==> src/rtl/text_cursor_writer.sv <==
// Text cursor writer: turns PS/2 Set-2 scan-code bytes into character writes
// for the dual-port text RAM. Tracks the cursor, shift and caps lock, handles
// Enter and Backspace, and sweeps the whole screen blank on request.
module text_cursor_writer #(
   parameter int         COLS       = 80,
   parameter int         ROWS       = 30,
   parameter int         ADDR_W     = 12,
   parameter logic [7:0] BLANK_CHAR = 8'h20
) (
   input  logic              clk,
   input  logic              rst,
   input  logic [7:0]        code,
   input  logic              code_valid,
   input  logic              clear_req,
   output logic              wr_en,
   output logic [ADDR_W-1:0] wr_addr,
   output logic [7:0]        wr_data,
   output logic [6:0]        cur_col,
   output logic [4:0]        cur_row,
   output logic              busy
);

   typedef enum logic [1:0] {IDLE, BRK, EXT, CLEAR} state_t;

   localparam logic [6:0]        LAST_COL  = 7'(COLS - 1);
   localparam logic [4:0]        LAST_ROW  = 5'(ROWS - 1);
   localparam logic [ADDR_W-1:0] ROW_STEP  = ADDR_W'(COLS);
   localparam logic [ADDR_W-1:0] LAST_ADDR = ADDR_W'(COLS * ROWS - 1);
   localparam logic [ADDR_W-1:0] ONE       = ADDR_W'(1);

   state_t state, next_state;

   logic              shift, caps;
   logic              nxt_shift, nxt_caps;
   logic [ADDR_W-1:0] row_base, nxt_row_base;
   logic              nxt_wr_en;
   logic [ADDR_W-1:0] nxt_wr_addr;
   logic [7:0]        nxt_wr_data;
   logic [6:0]        nxt_col;
   logic [4:0]        nxt_row;
   logic [9:0]        lookup;

   // Translates a make code into {printable, letter, lowercase ASCII}
   function automatic logic [9:0] scan_lookup(input logic [7:0] sc);
      logic [9:0] r;
      case (sc)
         8'h1C: r = {2'b11, 8'h61};
         8'h32: r = {2'b11, 8'h62};
         8'h21: r = {2'b11, 8'h63};
         8'h23: r = {2'b11, 8'h64};
         8'h24: r = {2'b11, 8'h65};
         8'h2B: r = {2'b11, 8'h66};
         8'h34: r = {2'b11, 8'h67};
         8'h33: r = {2'b11, 8'h68};
         8'h43: r = {2'b11, 8'h69};
         8'h3B: r = {2'b11, 8'h6A};
         8'h42: r = {2'b11, 8'h6B};
         8'h4B: r = {2'b11, 8'h6C};
         8'h3A: r = {2'b11, 8'h6D};
         8'h31: r = {2'b11, 8'h6E};
         8'h44: r = {2'b11, 8'h6F};
         8'h4D: r = {2'b11, 8'h70};
         8'h15: r = {2'b11, 8'h71};
         8'h2D: r = {2'b11, 8'h72};
         8'h1B: r = {2'b11, 8'h73};
         8'h2C: r = {2'b11, 8'h74};
         8'h3C: r = {2'b11, 8'h75};
         8'h2A: r = {2'b11, 8'h76};
         8'h1D: r = {2'b11, 8'h77};
         8'h22: r = {2'b11, 8'h78};
         8'h35: r = {2'b11, 8'h79};
         8'h1A: r = {2'b11, 8'h7A};
         8'h45: r = {2'b10, 8'h30};
         8'h16: r = {2'b10, 8'h31};
         8'h1E: r = {2'b10, 8'h32};
         8'h26: r = {2'b10, 8'h33};
         8'h25: r = {2'b10, 8'h34};
         8'h2E: r = {2'b10, 8'h35};
         8'h36: r = {2'b10, 8'h36};
         8'h3D: r = {2'b10, 8'h37};
         8'h3E: r = {2'b10, 8'h38};
         8'h46: r = {2'b10, 8'h39};
         8'h29: r = {2'b10, 8'h20};
         default: r = 10'h000;
      endcase
      return r;
   endfunction

   assign lookup = scan_lookup(code);
   assign busy   = (state == CLEAR);

   // State register; reset aborts any sweep in progress
   always_ff @(posedge clk) begin
      if (rst)
         state <= IDLE;
      else
         state <= next_state;
   end

   // Next-state decode: prefix bytes F0/E0 and clear requests, clear wins over a code
   always_comb begin
      next_state = state;
      case (state)
         IDLE: begin
            if (clear_req)
               next_state = CLEAR;
            else if (code_valid && code == 8'hF0)
               next_state = BRK;
            else if (code_valid && code == 8'hE0)
               next_state = EXT;
         end
         BRK: begin
            if (clear_req)
               next_state = CLEAR;
            else if (code_valid)
               next_state = IDLE;
         end
         EXT: begin
            if (clear_req)
               next_state = CLEAR;
            else if (code_valid)
               next_state = (code == 8'hF0) ? BRK : IDLE;
         end
         CLEAR: begin
            if (wr_addr == LAST_ADDR)
               next_state = IDLE;
         end
         default: next_state = IDLE;
      endcase
   end

   // Output/datapath decode: computes the next write, cursor and modifier values
   always_comb begin
      nxt_wr_en    = 1'b0;
      nxt_wr_addr  = wr_addr;
      nxt_wr_data  = wr_data;
      nxt_col      = cur_col;
      nxt_row      = cur_row;
      nxt_row_base = row_base;
      nxt_shift    = shift;
      nxt_caps     = caps;
      if (state != CLEAR && clear_req) begin
         nxt_wr_en   = 1'b1;
         nxt_wr_addr = '0;
         nxt_wr_data = BLANK_CHAR;
      end else if (state == CLEAR) begin
         if (wr_addr != LAST_ADDR) begin
            nxt_wr_en   = 1'b1;
            nxt_wr_addr = wr_addr + ONE;
            nxt_wr_data = BLANK_CHAR;
         end else begin
            nxt_col      = '0;
            nxt_row      = '0;
            nxt_row_base = '0;
         end
      end else if (code_valid && state == BRK) begin
         if (code == 8'h12 || code == 8'h59)
            nxt_shift = 1'b0;
      end else if (code_valid && state == IDLE) begin
         if (code == 8'h12 || code == 8'h59) begin
            nxt_shift = 1'b1;
         end else if (code == 8'h58) begin
            nxt_caps = ~caps;
         end else if (code == 8'h5A) begin
            nxt_col = '0;
            if (cur_row == LAST_ROW) begin
               nxt_row      = '0;
               nxt_row_base = '0;
            end else begin
               nxt_row      = cur_row + 5'd1;
               nxt_row_base = row_base + ROW_STEP;
            end
         end else if (code == 8'h66) begin
            nxt_wr_en   = 1'b1;
            nxt_wr_data = BLANK_CHAR;
            if (cur_col != 7'd0) begin
               nxt_col     = cur_col - 7'd1;
               nxt_wr_addr = row_base + ADDR_W'(cur_col) - ONE;
            end else if (cur_row != 5'd0) begin
               nxt_col      = LAST_COL;
               nxt_row      = cur_row - 5'd1;
               nxt_row_base = row_base - ROW_STEP;
               nxt_wr_addr  = row_base - ONE;
            end else begin
               nxt_wr_addr = '0;
            end
         end else if (lookup[9]) begin
            nxt_wr_en   = 1'b1;
            nxt_wr_addr = row_base + ADDR_W'(cur_col);
            nxt_wr_data = (lookup[8] && (shift ^ caps)) ? (lookup[7:0] - 8'h20) : lookup[7:0];
            if (cur_col == LAST_COL) begin
               nxt_col = '0;
               if (cur_row == LAST_ROW) begin
                  nxt_row      = '0;
                  nxt_row_base = '0;
               end else begin
                  nxt_row      = cur_row + 5'd1;
                  nxt_row_base = row_base + ROW_STEP;
               end
            end else begin
               nxt_col = cur_col + 7'd1;
            end
         end
      end
   end

   // Registers for the write port, cursor, row base and modifier flags
   always_ff @(posedge clk) begin
      if (rst) begin
         wr_en    <= 1'b0;
         wr_addr  <= '0;
         wr_data  <= BLANK_CHAR;
         cur_col  <= '0;
         cur_row  <= '0;
         row_base <= '0;
         shift    <= 1'b0;
         caps     <= 1'b0;
      end else begin
         wr_en    <= nxt_wr_en;
         wr_addr  <= nxt_wr_addr;
         wr_data  <= nxt_wr_data;
         cur_col  <= nxt_col;
         cur_row  <= nxt_row;
         row_base <= nxt_row_base;
         shift    <= nxt_shift;
         caps     <= nxt_caps;
      end
   end

endmodule

==> config.mk <==
export PLATFORM = sky130hd
export DESIGN_NAME = text_cursor_writer
export DESIGN_NICKNAME = d
export VERILOG_FILES = /design/src/rtl/text_cursor_writer.sv
export SDC_FILE = /design/constraint.sdc
export NUM_CORES = 1
export LEC_CHECK = 0
export BUFFER_PORTS_ARGS = -buffer_cell sky130_fd_sc_hd__buf_2
export CAP_MARGIN = 20
export CORE_MARGIN = 1
export CORE_UTILIZATION = 32
export CTS_CLUSTER_DIAMETER = 200
export DETAILED_ROUTE_END_ITERATION = 8
export GPL_ROUTABILITY_DRIVEN = 0
export HOLD_SLACK_MARGIN = 0.12
export PLACE_DENSITY_LB_ADDON = 0.12
export SLEW_MARGIN = 20
export SYNTH_ARGS = -nofsm -noshare
export SYNTH_HDL_FRONTEND = slang
export SYNTH_SLANG_ARGS = --single-unit
==> constraint.sdc <==
create_clock -name clk -period 2.4 [get_ports clk]
set_input_delay 0.48 -clock clk [delete_from_list [all_inputs] [get_ports clk]]
set_output_delay 0.48 -clock clk [all_outputs]
set_load 0.02 [all_outputs]
* After elaboration in Yosys (flattened, before gate mapping) *
Memories as Yosys holds them, arrays and structs flattened.
Index checks and enable logic that the tools add are counted.

storage, ports and cells
  latch bits = 0
  RAM bits = 0
  input port bits = 12
  logic and storage cells = 161
  register bits after elaboration = 49
  bits in read-only memories = 1152
  memories = 1
  output and inout bits = 34

memories
  memory            words  bits a word  rd ports  clocked after memory_dff  write ports  RTL line  text
  (name not given)  128    9            1         0                         0            46        case (sc)

cells by class
  div/mod/pow operators = 0
  mux-type cells = 84
  multipliers = 0
  equal/unequal tests = 28
  bitwise logic cells = 6
  magnitude comparators = 0
  shifts and indexed selects = 0
  add/subtract/negate cells = 11
  reductions and logical operators = 22

operator list
  operator                                            number
  two-way mux 12 bit                                  24
  two-way mux 7 bit                                   12
  two-way mux 8 bit                                   10
  two-way mux 5 bit                                   13
  == test 8 x 7 -> 1 bit, second input constant       4
  subtractor 12 x 1 -> 12 bit, second input constant  2
  == test 8 bit, second input constant                2
  two-way mux 2 bit                                   8
  two-way mux 1 bit                                   15
  adder 12 x 1 -> 12 bit, second input constant       1
  adder 12 x 7 -> 12 bit                              1
  adder 12 x 7 -> 12 bit, second input constant       1
  == test 12 bit, second input constant               1
  != test 12 bit, second input constant               1
  != test 2 bit, second input constant                6
  subtractor 12 x 7 -> 12 bit, second input constant  1
  two-way mux 10 bit                                  1
  AND reduction 10 bit                                1
  == test 8 x 5 -> 1 bit, second input constant       1
  != test 4 bit, second input constant                2
  case mux 2 bit (4 select lines)                     1
  AND reduction 4 bit                                 2
  AND reduction 8 bit                                 1
  nonzero test 4 bit                                  2
  25 further kinds                                    38

* Logic depth before layout (Yosys ltp) *
An unclocked memory read counts as a cell.

  depth in word-level cells = 12
  depth in mapped cells = 12

* Least setup slack after synthesis *
No wires, ideal clock.

  path kind = flip-flop to flip-flop
  start = register cur_col[0]
  end = register wr_addr[11]
  data arrival time = 2631 ps
  data required time = 2321 ps
  setup slack = -310 ps
  cell stages (with the launch flop) = 11
  library setup time = 79 ps
  period minus slack after synthesis = 2710 ps
  cell sequence = dfxtp_1 ha_1 fa_1 a21oi_1 o211ai_1 mux2_2 a22oi_1 o22ai_1 a311oi_1 a41oi_1 o211ai_1

on the way
  longest elaborated chain between the ends = 10

ends and longest elaborated chain
  element                      RTL line  text
  start: declaration           18        output logic [6:0] cur_col,
  start signal: assignment     222       cur_col <= nxt_col;
  adder 12 x 7 -> 12 bit       178, 189
  subtractor 12 x 1 -> 12 bit  178       nxt_wr_addr = row_base + ADDR_W'(cur_col) - ONE;
  two-way mux 12 bit           176       if (cur_col != 7'd0) begin
  two-way mux 12 bit *         173       end else if (code == 8'h66) begin
  two-way mux 12 bit *         164       end else if (code == 8'h5A) begin
  two-way mux 12 bit *         162       end else if (code == 8'h58) begin
  two-way mux 12 bit *         160       if (code == 8'h12 || code == 8'h59) begin
  two-way mux 12 bit *         159       end else if (code_valid && state == IDLE) begin
  two-way mux 12 bit *         156       end else if (code_valid && state == BRK) begin
  two-way mux 12 bit *         146       end else if (state == CLEAR) begin
  end signal: assignment       220       wr_addr <= nxt_wr_addr;
  end: declaration             16        output logic [ADDR_W-1:0] wr_addr,

Every way passes the cells marked *; elsewhere a longest branch is shown, timed or not. The select of a mux whose other input is x is not followed.
A chain may end at the register's enable or synchronous reset.

* Final worst setup path *
  start = register cur_col[0]
  end = register wr_addr[8]

Same word-level chain as after synthesis.

==> parameters.txt <==
Parameter                              Value

Drt
  Final antenna-violating net count ... 0
  Initial DRT Pass Iterations ... 5
  Wire per inst ... 17.0 um
  Total DRC errors in the routed layout ... 0
  Via density ... 5.62
  Number of vias after detailed routing ... 6171
  Detailed-route wire length ... 18700 um
  Detailed Route Iter0 Violations ... 418

Floorplan
  Effective utilization at floorplan ... 32.9%
  Chip Width ... 128 um
  Die area ... 0.0163 mm2
  Core Footprint ... 0.0153 mm2
  Die height ... 128 um
  I/O pin count ... 46
  Number of placement rows ... 45

Clocking
  TritonCTS clock tree ... built
  Cts-stage hold buffer count ... 0
  Worst-Skew Late Latency ... 0.31 ns
  Number of sinks on the clock net ... 49
  Clock tree root driver cell ... clkbuf_16
  Htree depth ... 2
  Maximum count of clock buffers along a single path ... 2
  Clock buffers created by TritonCTS ... 5
  Clock input transition at the sequential cells of the worst setup and hold paths ... 0.07 ns

Synthesis
  Post-synth cell types ... 82
  Fraction of the mapped netlist area in compound gates ... 34.2%
  Dominant combinational cell family by area after synthesis ... compound AO/OA/AOI/OAI gates
  Simple-gate share of the synthesized area ... 29.1%
  Avg Cell Area, Syn ... 7.06 um2
  Fraction of the mapped netlist area in adder cells ... 6.60%
  Share of synthesized area occupied by flip-flops and latches ... 19.4%
  Number of synthesized register bits ... 49
  Warnings from Yosys ... 0
  Number of instances in the synthesized netlist ... 715
  XOR/XNOR share of the synthesized area ... 4.17%
  Share of synthesized registers carrying an async set or reset ... 0%
  Syn Std Cell Area ... 0.00505 mm2
  Post-synth top flop ... dfxtp_1
  Mapped Nets ... 753
  Count of flip-flops with a built-in enable after synthesis ... 0
  Multiplexer area fraction after synthesis ... 0.620%

Power
  Static Leakage ... 2.98 nW
  Worst voltage drop across the vdd grid ... 0.000248 V
  Total design power ... 2.10 mW
  Power density of the placed cells ... 293 mW/mm2

Worst setup path
  Reg-to-Reg End ... wr_addr[8]$_SDFFE_PP0P_
  Largest fanout of any net on the critical path ... 3
  Worst flop-to-flop path startpoint ... cur_col[0]$_SDFFE_PP0P_
  Kind of start point of the critical path ... flop
  Crit path cell chain ... ha_4, buf_6, a211o_1, a2111oi_4, a211oi_2, buf_4, nor4_4, nand2b_1, or2_1, a221oi_2, a21oi_1
  Data arrival time of the critical path ... 2.86 ns
  Start-to-end type of the worst setup path ... reg -> reg
  Maximum cell stage delay along the critical path ... 0.37 ns
  Setup slack, reg-to-reg ... -0.26 ns
  Worst r2r path cells ... 11
  Required time of the critical path ... 2.59 ns
  Slowest cell on the critical path ... a2111oi_4
  Critical path capture point type ... flop

Min path
  Worst hold endpoint ... wr_data[0]$_SDFFE_PP0P_
  Startpoint of the most critical hold path ... wr_data[0]$_SDFFE_PP0P_
  Cell count of the worst hold path ... 2
  Worst min-delay path class ... reg -> reg

STA
  Final setup violating endpoints ... 7
  Shortest clock period the worst path allows after layout ... 2.66 ns
  Final number of max-transition violations ... 0
  Transition time at the pin with the least slew margin ... 0.925 ns
  Final number of hold-violating endpoints ... 0
  Highest clock frequency the design can meet ... 375 MHz
  Final TNS setup ... -1.14 ns
  Worst max-slew margin expressed relative to the limit ... 38.4%
  Fin Clk Skew ... 0.00741 ns
  Share of the clock period used by the worst path after layout ... 111%
  Post-route setup slack ... -0.264 ns
  RSZ-0062 raised after global routing ... yes

GRT
  Number of antenna violations at the first check in global routing ... 0
  First-pass GRT wire length ... 29400 um
  Global-route congestion overflow total ... 0
  Maximum number of pins on one net before global-route repair ... 30
  All-Layer GR Usage ... 22.8%
  Number of global-route vias before repair ... 5712

Final layout
  Most common library cell in the layout ignoring fill and taps ... buf_4
  Growth of design area from synthesis to finish ... 42.1%
  Proportion of layout cells with a drive suffix above 1 ... 34.6%
  Finished Core Util ... 46.8%
  Finished Cell Area ... 0.00717 mm2
  Leading cell types in the layout, fill and taps excluded ... buf_4, nand2_1, nor2_1, a21oi_1
  Nets ... 924
  Antenna cell count ... 0

Job
  Max-capacitance violation count ... 0

Outcome
  Outcome ... finished, violations left
  Violations in the final reports ... negative setup slack

Placed design
  Standard cell area after detailed placement ... 0.00663 mm2
  Placement Setup Slack ... -0.334 ns
  Number of port buffers ... 45
  Detail Placement HPWL ... 14300 um
## registers in the layout, summed over array words and instances (netlist names)
register / flops
row_base: 12
state: 2
shift: 1
wr_en: 1
wr_addr: 12
caps: 1
wr_data: 8
cur_col: 7
cur_row: 5
## final cells by class
type | instances | area, um2
well taps | 211 | 264
flip-flops and latches | 49 | 996
clock buffers | 5 | 125
multi-input cells | 595 | 4140
clock inverters | 3 | 12.5
fillers | 1593 | 8140
repair buffers | 210 | 1530
inverters | 25 | 101
## per-stage QoR
step,cells,hold slack [ns]
finish,1098,0.460
detailed placement,1078,0.452
global placement,1078,0.441
CTS,1087,0.462
floorplan,715,0.484
global route,1098,0.488
## worst max-delay path by stage
stage / startpoint / to / cells past startpoint
finish: cur_col[0]$_SDFFE_PP0P_ / wr_addr[8]$_SDFFE_PP0P_ / 11
global placement: code[0] / cur_col[3]$_SDFFE_PP0P_ / 12
global route: cur_col[0]$_SDFFE_PP0P_ / wr_addr[8]$_SDFFE_PP0P_ / 11
detailed placement: code[0] / cur_col[4]$_SDFFE_PP0P_ / 12
CTS: cur_col[0]$_SDFFE_PP0P_ / wr_addr[11]$_SDFFE_PP0P_ / 10
floorplan: cur_col[0]$_SDFFE_PP0P_ / wr_addr[8]$_SDFFE_PP0P_ / 10
## where the power goes
part	leakage (nW)	total, mW	switching, mW	internal, mW
Sequential	0.400	0.830	0.0100	0.820
Combinational	2.51	0.545	0.315	0.230
Clock	0.0687	0.724	0.345	0.379
## cell families (layout without fill, tap and decap cells)
| logic type | after synthesis | after routing |
|---|---|---|
| compound gates | 252 | 252 |
| xor+xnor | 24 | 24 |
| fa+ha+maj | 26 | 26 |
| buf+inv | 72 | 243 |
| flops | 49 | 49 |
| mux | 3 | 3 |
| simple gates | 289 | 290 |
## worst max-delay path: cells and delay by family (launching register included)
family	cells	cell delay, ns
compound gates	5	1.08
simple gates	3	0.67
flops	1	0.36
buf+inv	2	0.27
fa+ha+maj	1	0.17
## Yosys cell counts (5+ instances only)
master	number	area share [%]
a211oi_1	18	2.7
nor3b_1	5	0.74
and3_1	10	1.2
o211ai_1	9	1.3
nor2_1	68	5.1
nor3_1	19	1.9
xnor2_1	13	2.3
o21ai_1	9	0.89
clkbuf_1	30	2.2
and2_1	8	0.99
o22ai_1	12	1.5
inv_1	24	1.8
xor2_1	11	1.9
nor2b_1	14	1.7
o21ai_0	42	4.2
a21oi_1	67	6.6
nand2b_1	12	1.5
dfxtp_1	49	19
nand2_1	79	5.9
o21a_1	5	0.74
or3_1	9	1.1
o221ai_1	5	0.87
a311oi_1	9	1.6
nand3_1	28	2.8
o2111ai_1	6	1.0
nand4_1	7	0.87
ha_1	25	6.2
a31oi_1	14	1.7
buf_2	13	1.3
## layer usage
layer	GRT usage, %	up-vias	wire, um
li1	-	2995	-
met3	2.60	22	762
met5	0	-	0
met2	38.4	178	8940
met4	6.23	0	286
met1	30.7	2976	8710
## what timing repair did
action,in CTS,in global routing
pin swaps,8,30
cloned,0,1
gates resized for setup,14,56
buffers inserted,1,11
setup endpoints to repair,11,38
Note: power is estimated with default switching activity, not from simulation.
